**src/rtl/axi_lite_slave_pkg.sv**
```systemverilog
// -----------------------------------------------------------------------------
// axi_lite_slave_pkg
//   Shared definitions for the AXI4-lite slave endpoint: response codes,
//   controller state encoding, arbitration-grant encoding and the helper that
//   derives the byte-offset mask of the decoded address window.
// -----------------------------------------------------------------------------
package axi_lite_slave_pkg;

    localparam logic [1:0] RESP_OKAY   = 2'b00;
    localparam logic [1:0] RESP_SLVERR = 2'b10;

    typedef enum logic [2:0] {
        IDLE  = 3'd0,
        WR    = 3'd1,
        BRSP  = 3'd2,
        RD    = 3'd3,
        RWAIT = 3'd4,
        RRSP  = 3'd5
    } state_t;

    // Which side won the most recent contended arbitration.
    typedef enum logic {
        GRANT_RD = 1'b0,
        GRANT_WR = 1'b1
    } grant_t;

    // Byte-offset mask of a window holding 2**mem_aw 32-bit words.
    function automatic logic [63:0] window_offset_mask(input int unsigned mem_aw);
        return (64'd4 << mem_aw) - 64'd1;
    endfunction

endpackage

```
**src/rtl/axi_lite_slave_if.sv**
```systemverilog
// -----------------------------------------------------------------------------
// axi_lite_slave_if
//   AXI4-lite bus bundle (AW, W, B, AR, R channels) between a master and the
//   axi_lite_slave endpoint. Clock and reset are not part of the bundle.
//   Modports:
//     master : drives AW*/W*/AR* VALID+payload, BREADY, RREADY
//     slave  : drives AWREADY, WREADY, ARREADY, B* and R* VALID+payload
// -----------------------------------------------------------------------------
interface axi_lite_slave_if #(
    parameter int unsigned AXI_ADDR_WIDTH = 32,
    parameter int unsigned AXI_DATA_WIDTH = 32
);

    logic                          AWVALID;
    logic                          AWREADY;
    logic [AXI_ADDR_WIDTH-1:0]     AWADDR;
    logic [2:0]                    AWPROT;

    logic                          WVALID;
    logic                          WREADY;
    logic [AXI_DATA_WIDTH-1:0]     WDATA;
    logic [AXI_DATA_WIDTH/8-1:0]   WSTRB;

    logic                          BVALID;
    logic                          BREADY;
    logic [1:0]                    BRESP;

    logic                          ARVALID;
    logic                          ARREADY;
    logic [AXI_ADDR_WIDTH-1:0]     ARADDR;
    logic [2:0]                    ARPROT;

    logic                          RVALID;
    logic                          RREADY;
    logic [AXI_DATA_WIDTH-1:0]     RDATA;
    logic [1:0]                    RRESP;

    modport master (
        output AWVALID, AWADDR, AWPROT,
        output WVALID, WDATA, WSTRB,
        output BREADY,
        output ARVALID, ARADDR, ARPROT,
        output RREADY,
        input  AWREADY, WREADY, BVALID, BRESP,
        input  ARREADY, RVALID, RDATA, RRESP
    );

    modport slave (
        input  AWVALID, AWADDR, AWPROT,
        input  WVALID, WDATA, WSTRB,
        input  BREADY,
        input  ARVALID, ARADDR, ARPROT,
        input  RREADY,
        output AWREADY, WREADY, BVALID, BRESP,
        output ARREADY, RVALID, RDATA, RRESP
    );

endinterface

```
**src/rtl/axi_lite_slave_chan_hold.sv**
```systemverilog
// -----------------------------------------------------------------------------
// axi_chan_hold
//   One-entry VALID/READY holding register for a single AXI channel.
//   A handshake loads the payload and sets 'full'; 'clear' empties the slot.
//   READY is the inverse of the registered full flag, so a freed slot takes
//   the next beat one cycle after it is cleared.
//   Ports:
//     ACLK, ARESETn : clock, asynchronous active-low reset
//     in_valid      : channel VALID from the master
//     in_ready      : channel READY to the master (= !full)
//     in_data       : channel payload
//     clear         : release the held beat
//     full          : slot occupied
//     data          : held payload
// -----------------------------------------------------------------------------
module axi_chan_hold #(
    parameter int unsigned WIDTH = 32
) (
    input  logic             ACLK,
    input  logic             ARESETn,
    input  logic             in_valid,
    output logic             in_ready,
    input  logic [WIDTH-1:0] in_data,
    input  logic             clear,
    output logic             full,
    output logic [WIDTH-1:0] data
);

    assign in_ready = !full;

    always_ff @(posedge ACLK or negedge ARESETn) begin
        if (!ARESETn) begin
            full <= 1'b0;
            data <= '0;
        end else if (clear) begin
            full <= 1'b0;
        end else if (in_valid && !full) begin
            full <= 1'b1;
            data <= in_data;
        end
    end

endmodule

```
**src/rtl/axi_lite_slave.sv**
```systemverilog
// -----------------------------------------------------------------------------
// axi_lite_slave
//   AXI4-lite slave endpoint. AW, W and AR beats are buffered independently;
//   each complete transaction becomes a single cycle on a synchronous
//   SRAM/register port (1-cycle read latency). Accesses outside the window
//   [BASE_ADDR, BASE_ADDR + 4*2**MEM_AW) get SLVERR and never reach the port.
//   One transaction outstanding at a time; no bursts, IDs or PROT checking.
//   Ports:
//     ACLK, ARESETn : clock, asynchronous active-low reset
//     s_axi         : AXI4-lite bus (slave modport)
//     mem_cs        : one-cycle access strobe per in-window transaction
//     mem_we        : 1 = write (meaningful only with mem_cs)
//     mem_addr      : word address (byte address bits [MEM_AW+1:2])
//     mem_wdata     : write data
//     mem_wstrb     : byte strobes
//     mem_rdata     : read data, valid the cycle after a read strobe
// -----------------------------------------------------------------------------
module axi_lite_slave
    import axi_lite_slave_pkg::*;
#(
    parameter int unsigned                AXI_ADDR_WIDTH = 32,
    parameter int unsigned                AXI_DATA_WIDTH = 32,
    parameter logic [AXI_ADDR_WIDTH-1:0]  BASE_ADDR      = '0,
    parameter int unsigned                MEM_AW         = 10
) (
    input  logic                          ACLK,
    input  logic                          ARESETn,
    axi_lite_slave_if.slave               s_axi,
    output logic                          mem_cs,
    output logic                          mem_we,
    output logic [MEM_AW-1:0]             mem_addr,
    output logic [AXI_DATA_WIDTH-1:0]     mem_wdata,
    output logic [AXI_DATA_WIDTH/8-1:0]   mem_wstrb,
    input  logic [AXI_DATA_WIDTH-1:0]     mem_rdata
);

    localparam int unsigned STRB_W = AXI_DATA_WIDTH / 8;
    localparam logic [AXI_ADDR_WIDTH-1:0] OFS_MASK =
        AXI_ADDR_WIDTH'(window_offset_mask(MEM_AW));

    state_t state, state_nxt;
    grant_t last_grant;

    logic                       aw_full, w_full, ar_full;
    logic [AXI_ADDR_WIDTH-1:0]  aw_addr, ar_addr;
    logic [AXI_DATA_WIDTH-1:0]  w_data;
    logic [STRB_W-1:0]          w_strb;

    logic                       wr_pend, rd_pend, contended;
    logic                       wr_done, rd_done;
    logic                       aw_hit, ar_hit;

    logic [1:0]                 bresp_q, rresp_q;
    logic [AXI_DATA_WIDTH-1:0]  rdata_q;
    logic                       bvalid, rvalid;

    logic                       unused_prot;

    // ---------------------------------------------------------------- holding
    assign wr_done = (state == BRSP) && s_axi.BREADY;
    assign rd_done = (state == RRSP) && s_axi.RREADY;

    axi_chan_hold #(.WIDTH(AXI_ADDR_WIDTH)) u_aw_hold (
        .ACLK     (ACLK),
        .ARESETn  (ARESETn),
        .in_valid (s_axi.AWVALID),
        .in_ready (s_axi.AWREADY),
        .in_data  (s_axi.AWADDR),
        .clear    (wr_done),
        .full     (aw_full),
        .data     (aw_addr)
    );

    axi_chan_hold #(.WIDTH(AXI_DATA_WIDTH + STRB_W)) u_w_hold (
        .ACLK     (ACLK),
        .ARESETn  (ARESETn),
        .in_valid (s_axi.WVALID),
        .in_ready (s_axi.WREADY),
        .in_data  ({s_axi.WSTRB, s_axi.WDATA}),
        .clear    (wr_done),
        .full     (w_full),
        .data     ({w_strb, w_data})
    );

    axi_chan_hold #(.WIDTH(AXI_ADDR_WIDTH)) u_ar_hold (
        .ACLK     (ACLK),
        .ARESETn  (ARESETn),
        .in_valid (s_axi.ARVALID),
        .in_ready (s_axi.ARREADY),
        .in_data  (s_axi.ARADDR),
        .clear    (rd_done),
        .full     (ar_full),
        .data     (ar_addr)
    );

    // ----------------------------------------------------------------- decode
    // Byte-lane bits [1:0] fall inside the offset mask, so they never cause a miss.
    assign aw_hit = (aw_addr & ~OFS_MASK) == BASE_ADDR;
    assign ar_hit = (ar_addr & ~OFS_MASK) == BASE_ADDR;

    // PROT is accepted but carries no meaning for this endpoint.
    assign unused_prot = ^{s_axi.AWPROT, s_axi.ARPROT};

    // --------------------------------------------------------- state register
    // last_grant only moves on a contended choice, so back-to-back contention
    // alternates W/R while uncontested traffic leaves the priority untouched.
    always_ff @(posedge ACLK or negedge ARESETn) begin
        if (!ARESETn) begin
            state      <= IDLE;
            last_grant <= GRANT_RD;
        end else begin
            state <= state_nxt;
            if (contended) begin
                last_grant <= (state_nxt == WR) ? GRANT_WR : GRANT_RD;
            end
        end
    end

    // ------------------------------------------------------------- next state
    always_comb begin
        state_nxt = state;
        wr_pend   = aw_full && w_full;
        rd_pend   = ar_full;
        contended = 1'b0;
        case (state)
            IDLE: begin
                if (wr_pend && rd_pend) begin
                    contended = 1'b1;
                    state_nxt = (last_grant == GRANT_RD) ? WR : RD;
                end else if (wr_pend) begin
                    state_nxt = WR;
                end else if (rd_pend) begin
                    state_nxt = RD;
                end
            end
            WR:      state_nxt = BRSP;
            BRSP:    if (s_axi.BREADY) state_nxt = IDLE;
            RD:      state_nxt = RWAIT;
            RWAIT:   state_nxt = RRSP;
            RRSP:    if (s_axi.RREADY) state_nxt = IDLE;
            default: state_nxt = IDLE;
        endcase
    end

    // ---------------------------------------------------------------- outputs
    always_comb begin
        mem_cs    = 1'b0;
        mem_we    = 1'b0;
        mem_addr  = '0;
        mem_wdata = '0;
        mem_wstrb = '0;
        bvalid    = 1'b0;
        rvalid    = 1'b0;
        case (state)
            WR: begin
                mem_cs    = aw_hit;
                mem_we    = 1'b1;
                mem_addr  = aw_addr[MEM_AW+1:2];
                mem_wdata = w_data;
                mem_wstrb = w_strb;
            end
            RD: begin
                mem_cs   = ar_hit;
                mem_addr = ar_addr[MEM_AW+1:2];
            end
            BRSP:    bvalid = 1'b1;
            RRSP:    rvalid = 1'b1;
            default: ;
        endcase
    end

    // ----------------------------------------------------- response registers
    always_ff @(posedge ACLK or negedge ARESETn) begin
        if (!ARESETn) begin
            bresp_q <= RESP_OKAY;
            rresp_q <= RESP_OKAY;
            rdata_q <= '0;
        end else begin
            if (state == WR) begin
                bresp_q <= aw_hit ? RESP_OKAY : RESP_SLVERR;
            end
            // mem_rdata belongs to the strobe issued in RD, one cycle earlier.
            if (state == RWAIT) begin
                rresp_q <= ar_hit ? RESP_OKAY : RESP_SLVERR;
                rdata_q <= ar_hit ? mem_rdata : '0;
            end
        end
    end

    assign s_axi.BVALID = bvalid;
    assign s_axi.BRESP  = bresp_q;
    assign s_axi.RVALID = rvalid;
    assign s_axi.RRESP  = rresp_q;
    assign s_axi.RDATA  = rdata_q;

endmodule

```
**src/flat_wrapper.sv**
```systemverilog
// flat-port wrapper written by rule: the top's interface ports become plain ports
module axi_lite_slave_flat import axi_lite_slave_pkg::*;
#(
    parameter int unsigned                AXI_ADDR_WIDTH = 32,
    parameter int unsigned                AXI_DATA_WIDTH = 32,
    parameter logic [AXI_ADDR_WIDTH-1:0]  BASE_ADDR      = '0,
    parameter int unsigned                MEM_AW         = 10
)
  (ACLK, ARESETn, mem_cs, mem_we, mem_addr, mem_wdata, mem_wstrb, mem_rdata, s_axi_AWVALID, s_axi_AWADDR, s_axi_AWPROT, s_axi_WVALID, s_axi_WDATA, s_axi_WSTRB, s_axi_BREADY, s_axi_ARVALID, s_axi_ARADDR, s_axi_ARPROT, s_axi_RREADY, s_axi_AWREADY, s_axi_WREADY, s_axi_BVALID, s_axi_BRESP, s_axi_ARREADY, s_axi_RVALID, s_axi_RDATA, s_axi_RRESP);
  axi_lite_slave_if #(.AXI_ADDR_WIDTH(AXI_ADDR_WIDTH), .AXI_DATA_WIDTH(AXI_DATA_WIDTH)) s_axi_i ();
  input  logic ACLK;
  input  logic ARESETn;
  output logic mem_cs;
  output logic mem_we;
  output logic [MEM_AW-1:0] mem_addr;
  output logic [AXI_DATA_WIDTH-1:0] mem_wdata;
  output logic [AXI_DATA_WIDTH/8-1:0] mem_wstrb;
  input  logic [AXI_DATA_WIDTH-1:0] mem_rdata;
  input wire logic [$bits(s_axi_i.AWVALID)-1:0] s_axi_AWVALID;
  input wire logic [$bits(s_axi_i.AWADDR)-1:0] s_axi_AWADDR;
  input wire logic [$bits(s_axi_i.AWPROT)-1:0] s_axi_AWPROT;
  input wire logic [$bits(s_axi_i.WVALID)-1:0] s_axi_WVALID;
  input wire logic [$bits(s_axi_i.WDATA)-1:0] s_axi_WDATA;
  input wire logic [$bits(s_axi_i.WSTRB)-1:0] s_axi_WSTRB;
  input wire logic [$bits(s_axi_i.BREADY)-1:0] s_axi_BREADY;
  input wire logic [$bits(s_axi_i.ARVALID)-1:0] s_axi_ARVALID;
  input wire logic [$bits(s_axi_i.ARADDR)-1:0] s_axi_ARADDR;
  input wire logic [$bits(s_axi_i.ARPROT)-1:0] s_axi_ARPROT;
  input wire logic [$bits(s_axi_i.RREADY)-1:0] s_axi_RREADY;
  output wire logic [$bits(s_axi_i.AWREADY)-1:0] s_axi_AWREADY;
  output wire logic [$bits(s_axi_i.WREADY)-1:0] s_axi_WREADY;
  output wire logic [$bits(s_axi_i.BVALID)-1:0] s_axi_BVALID;
  output wire logic [$bits(s_axi_i.BRESP)-1:0] s_axi_BRESP;
  output wire logic [$bits(s_axi_i.ARREADY)-1:0] s_axi_ARREADY;
  output wire logic [$bits(s_axi_i.RVALID)-1:0] s_axi_RVALID;
  output wire logic [$bits(s_axi_i.RDATA)-1:0] s_axi_RDATA;
  output wire logic [$bits(s_axi_i.RRESP)-1:0] s_axi_RRESP;
  assign s_axi_i.AWVALID = s_axi_AWVALID;
  assign s_axi_i.AWADDR = s_axi_AWADDR;
  assign s_axi_i.AWPROT = s_axi_AWPROT;
  assign s_axi_i.WVALID = s_axi_WVALID;
  assign s_axi_i.WDATA = s_axi_WDATA;
  assign s_axi_i.WSTRB = s_axi_WSTRB;
  assign s_axi_i.BREADY = s_axi_BREADY;
  assign s_axi_i.ARVALID = s_axi_ARVALID;
  assign s_axi_i.ARADDR = s_axi_ARADDR;
  assign s_axi_i.ARPROT = s_axi_ARPROT;
  assign s_axi_i.RREADY = s_axi_RREADY;
  assign s_axi_AWREADY = s_axi_i.AWREADY;
  assign s_axi_WREADY = s_axi_i.WREADY;
  assign s_axi_BVALID = s_axi_i.BVALID;
  assign s_axi_BRESP = s_axi_i.BRESP;
  assign s_axi_ARREADY = s_axi_i.ARREADY;
  assign s_axi_RVALID = s_axi_i.RVALID;
  assign s_axi_RDATA = s_axi_i.RDATA;
  assign s_axi_RRESP = s_axi_i.RRESP;
  axi_lite_slave #(.AXI_ADDR_WIDTH(AXI_ADDR_WIDTH), .AXI_DATA_WIDTH(AXI_DATA_WIDTH), .BASE_ADDR(BASE_ADDR), .MEM_AW(MEM_AW)) u_core (.ACLK(ACLK), .ARESETn(ARESETn), .s_axi(s_axi_i), .mem_cs(mem_cs), .mem_we(mem_we), .mem_addr(mem_addr), .mem_wdata(mem_wdata), .mem_wstrb(mem_wstrb), .mem_rdata(mem_rdata));
endmodule
```
**config.mk**
```make
export PLATFORM = sky130hd
export DESIGN_NAME = axi_lite_slave_flat
export DESIGN_NICKNAME = d
export VERILOG_FILES = /design/src/rtl/axi_lite_slave_pkg.sv /design/src/rtl/axi_lite_slave_if.sv /design/src/rtl/axi_lite_slave_chan_hold.sv /design/src/rtl/axi_lite_slave.sv /design/src/flat_wrapper.sv
export SDC_FILE = /design/constraint.sdc
export NUM_CORES = 1
export LEC_CHECK = 0
export CAP_MARGIN = 20
export CORE_ASPECT_RATIO = 1.1
export CORE_MARGIN = 2
export CORE_UTILIZATION = 45
export DETAILED_ROUTE_END_ITERATION = 10
export GPL_ROUTABILITY_DRIVEN = 0
export PLACE_DENSITY = 0.81
export REMOVE_ABC_BUFFERS = 1
export SLEW_MARGIN = 20
export SYNTH_ARGS = -nofsm -noshare
export SYNTH_HDL_FRONTEND = slang
export SYNTH_HIERARCHICAL = 1
export SYNTH_SLANG_ARGS = --single-unit
```
**constraint.sdc**
```tcl
create_clock -name ACLK -period 2 [get_ports ACLK]
set_clock_uncertainty 0.05 [all_clocks]
set_input_delay 0.6 -clock ACLK [delete_from_list [all_inputs] [get_ports ACLK]]
set_output_delay 0.6 -clock ACLK [all_outputs]
set_load 0.05 [all_outputs]
```
After elaboration in Yosys (flattened, before gate mapping)

Index checks and enable logic that the tools add are counted.

Word-level logic and storage cells: 64
Input port bits: 145
Register bits: 143
Output and inout bits: 89

Reductions and logical operators: 19
Equal/unequal tests: 6
Mux-type cells: 26
Bitwise gates (word level): 2

Operator list:

| cell                                                                   | count |
|---|---|
| 32-bit zero test                                                       | 2 |
| 32-bit 2-to-1 mux                                                      | 2 |
| 10-bit one-hot mux with 2 select lines                                 | 1 |
| 3-bit one-hot mux with 6 select lines                                  | 1 |
| 3-bit 2-to-1 mux                                                       | 5 |
| 1-bit 2-to-1 mux                                                       | 12 |
| 1-bit logical AND                                                      | 7 |
| 3-bit by 1-bit equality test with 1-bit output (second input constant) | 2 |
| 3-bit by 2-bit equality test with 1-bit output (second input constant) | 2 |
| 3-bit equality test (second input constant)                            | 2 |
| 2-bit 2-to-1 mux                                                       | 3 |
| 2-bit AND reduction                                                    | 3 |
| 2-bit nonzero test                                                     | 3 |
| 4-bit 2-to-1 mux                                                       | 1 |
| 1-bit zero test                                                        | 3 |
| 3-bit zero test                                                        | 1 |
| 1-bit inverter                                                         | 2 |
| 1-bit one-hot mux with 2 select lines                                  | 1 |

Depth between registers and ports, before layout

Depth in word-level cells: 6
Gate-level depth with buffers: 7
Mapped depth without buffers: 4

Cells and area by module

Netlist, hierarchy kept.

By module, submodules not included:

| module                               | seq. area each (um^2) | cells an instance | area each (um^2) | times used |
|---|---|---|---|---|
| axi_chan_hold (u_core.u_ar_hold ...) | 825.8                 | 72                | 1,249.9          | 2 |
| axi_lite_slave                       | 950.9                 | 253               | 2,243.4          | 1 |
| axi_chan_hold (u_core.u_w_hold)      | 925.9                 | 81                | 1,539.0          | 1 |

Least setup slack after synthesis

OpenSTA, ideal clock, no wires.

Kind: flip-flop to output port
Start point: reg u_core.u_ar_hold.data[22]
End point: out mem_cs
Stages on the path, launching flop included: 4
Required time: 1.350 ns
Buffers on the path: 0
Arrival time: 2.113 ns
Path slack: -0.763 ns
Cell sequence: dfrtp_1 nor4_1 nand3_1 o32ai_1

Word-level cells in the longest chain between the ends: 2

RTL lines:

| what                                  | RTL line                       | source |
|---|---|---|
| from (decl)                           | axi_lite_slave_chan_hold.sv:26 | `output logic [WIDTH-1:0] data` |
| from (signal assigned)                | axi_lite_slave_chan_hold.sv:39 | `data <= in_data;` |
| 32-bit zero test                      | axi_lite_slave.sv:99           | `assign ar_hit = (ar_addr & ~OFS_MASK) == BASE_ADDR;` |
| 1-bit one-hot mux with 2 select lines | axi_lite_slave.sv:154          | `case (state)` |
| to (decl)                             | flat_wrapper.sv:13             | `output logic mem_cs;` |

Every way passes these cells.

Worst setup path in the final report

Start point: reg u_core.state[2]
End point: out mem_cs

Word-level cells in the longest chain between the ends: 2
Elaborated cells on any way between the ends: 3
Classes of those cells: eq/ne (2); mux (1)

RTL lines:

| what                                                                                                                    | RTL line              | source |
|---|---|---|
| from (decl)                                                                                                             | axi_lite_slave.sv:41  | `state_t state, state_nxt;` |
| from (signal assigned)                                                                                                  | axi_lite_slave.sv:112 | `state <= state_nxt;` |
| 3-bit by 2-bit equality test with 1-bit output / 3-bit by 1-bit equality test with 1-bit output (equally long branches) | axi_lite_slave.sv:154 |  |
| 1-bit one-hot mux with 2 select lines *                                                                                 | axi_lite_slave.sv:154 |  |

Mark *: on every way between the ends. The rest lies on a longest branch, timed or not.

==> impl_metrics.yaml <==
run_status:
  status: "finished with violations"
  violations: "negative setup slack"
sta:
  setup_viol: 50
  rsz_0062_raised_after_global_routing: "yes"
  max_freq_mhz: 399
  hold_slack_ps: 44.0
  timing.final.hold_violations: 0
  post-route-worst-setup-slack_ps: -506
  final_clock_period_utilization_by_the_worst_path: 1.25
  period_needed_ps: 2510
  final.setup.tns_ps: -19370
  final-max-slew-violation-count: 0
power:
  power.total_mw: 17.5
  power_density_nw_per_um2: 1660
  p_leak_nw: 4.56
  worst_ir_drop_vdd_v: 0.00102
critical_path:
  crit_type: "reg -> out"
  worst_r2r_path_cells: 8
  crit-reg2reg-capture: "u_core/u_ar_hold/data[31]"
  regToRegStartpoint: "u_core/state[2]"
  worstSetupEndpointType: "output port"
  worst_setup_path_startpoint: "u_core/state[2]"
  worstSetupStartpointType: "register"
  setup.reg_to_reg.worst_slack_ps: 30
  crit_arrival_ps: 1860
  max_fo_critical_path: 5
  required_ps: 1350
clock_tree:
  cts_inserted_buffers: 17
  clock_tree_from_tritoncts: "yes"
  h_tree_depth: 4
  clk_transition_reported_paths_ps: 50
  cts_buffer_depth: 2
  clock_sink_count: 137
  worstSkewPairLatency_ps: 410
  ctsRootBufferMaster: "sky130_fd_sc_hd__clkbuf_16"
placement:
  pre_cts_slack_ps: -391
  placed_cells: 868
  buffers_on_ports: 221
  dpl.hpwl_um: 11200
  place_area_um2: 9030
die:
  die_area_um2: 14600
  die_y_um: 126
  floorplan.rows: 44
  top_level_ports: 234
  horizontal_extent_of_the_die_um: 115
  placeable_core_area_um2: 13300
  floorplan.initialDensity: 0.463
global_routing:
  grt_overflow: 0
  grt_pass1_vias: 5151
  track_usage: 0.255
  antenna_violations_before_repair: 0
  grt_pass1_wl_um: 28200
  largest_net_degree_at_the_start_of_global_routing: 39
min_path:
  worst_hold_check_path_type: "in -> async"
route:
  detail_route.wl_per_cell_um: 20.8
  route.vias.total: 4936
  drt_iter0_markers: 353
  route.detailed.vias_per_inst: 5.27
  post_route_ant_nets: 0
  number_of_detailed_route_iterations_in_the_first_pass: 5
  drc: 0
  drt_wl_total_um: 19500
finish:
  final_cell_area_um2: 10500
  final_core_util: 0.793
  layout.cells.most_common_list: "136 x sky130_fd_sc_hd__dfrtp_1, 133 x sky130_fd_sc_hd__clkdlybuf4s50_1, 60 x sky130_fd_sc_hd__buf_12"
  layoutNonFillerInstCount: 937
  fraction_of_final_layout_cells_sized_beyond_drive_strength_1: 0.454
  fillerInstances: 717
  syn2layout_area_growth_pct: 71.5
  most_frequent_standard_cell_in_the_layout_excluding_fill_and_tap_cells: "sky130_fd_sc_hd__dfrtp_1"
  num_antenna_cells: 0
  nets: 885
synthesis:
  synth_cells: 470
  mappedNetlistArea_um2: 6140
  synth.avg_cell_area_um2: 13.1
  yosys_warnings: 6
run:
  timing.max_cap.violations: 0
==> layout make-up <==
cell class / count / area (µm²) / area share
clock buffer: 24 / 492 / 0.0467
inverter: 4 / 15.0 / 0.00143
clock inverter: 8 / 92.6 / 0.00879
timing repair buffer: 287 / 3560 / 0.338
tap: 184 / 230 / 0.0219
sequential: 137 / 3430 / 0.326
multi-input combinational: 293 / 2710 / 0.258
==> registers in the layout, summed over array words and instances (netlist names) <==
signal,count
u_core/u_aw_hold/full,1
u_core/s_axi.BRESP,1
u_core/u_w_hold/full,1
u_core/s_axi.RDATA,32
u_core/u_ar_hold/data,30
u_core/state,3
u_core/u_ar_hold/full,1
u_core/s_axi.RRESP,1
u_core/last_grant,1
u_core/u_w_hold/data,36
u_core/u_aw_hold/data,30
==> per-layer routing <==
layer / wire [µm] / up-vias / GRT usage / share of wire
li1: - / 2212 / - / -
met1: 7440 / 2503 / 0.296 / 0.38
met2: 10600 / 200 / 0.442 / 0.54
met3: 1190 / 21 / 0.0764 / 0.061
met4: 336 / 0 / 0.0914 / 0.017
met5: 0 / - / 0 / 0
==> power breakdown <==
group | internal (mW) | switching, mW
clock | 1.96 | 1.18
combinational | 4.70 | 4.54
sequential | 4.11 | 0.994
==> what timing repair did <==
item	4_1_cts	5_1_grt
buffers inserted	14	12
cloned	8	8
setup endpoints to repair	73	146
pin swaps	28	12
gates resized for setup	68	49
hold buffers	0	0
==> how the worst max path moves through the flow <==
stage / endpoint / cells past startpoint
finish: mem_cs / 6
global route: mem_cs / 6
CTS: mem_cs / 5
detailed placement: u_core/u_w_hold/data[33] / 5
global placement: u_core/u_w_hold/data[33] / 5
floorplan: mem_cs / 3
==> critical path, stage by stage (launching register included) <==
cell,delay (ps)
sky130_fd_sc_hd__dfrtp_2,440
sky130_fd_sc_hd__nor3b_4,200
sky130_fd_sc_hd__buf_6,170
sky130_fd_sc_hd__nand4_1,170
sky130_fd_sc_hd__o32ai_2,170
sky130_fd_sc_hd__buf_4,160
sky130_fd_sc_hd__buf_12,130
Note: power is estimated with default switching activity, not from simulation.
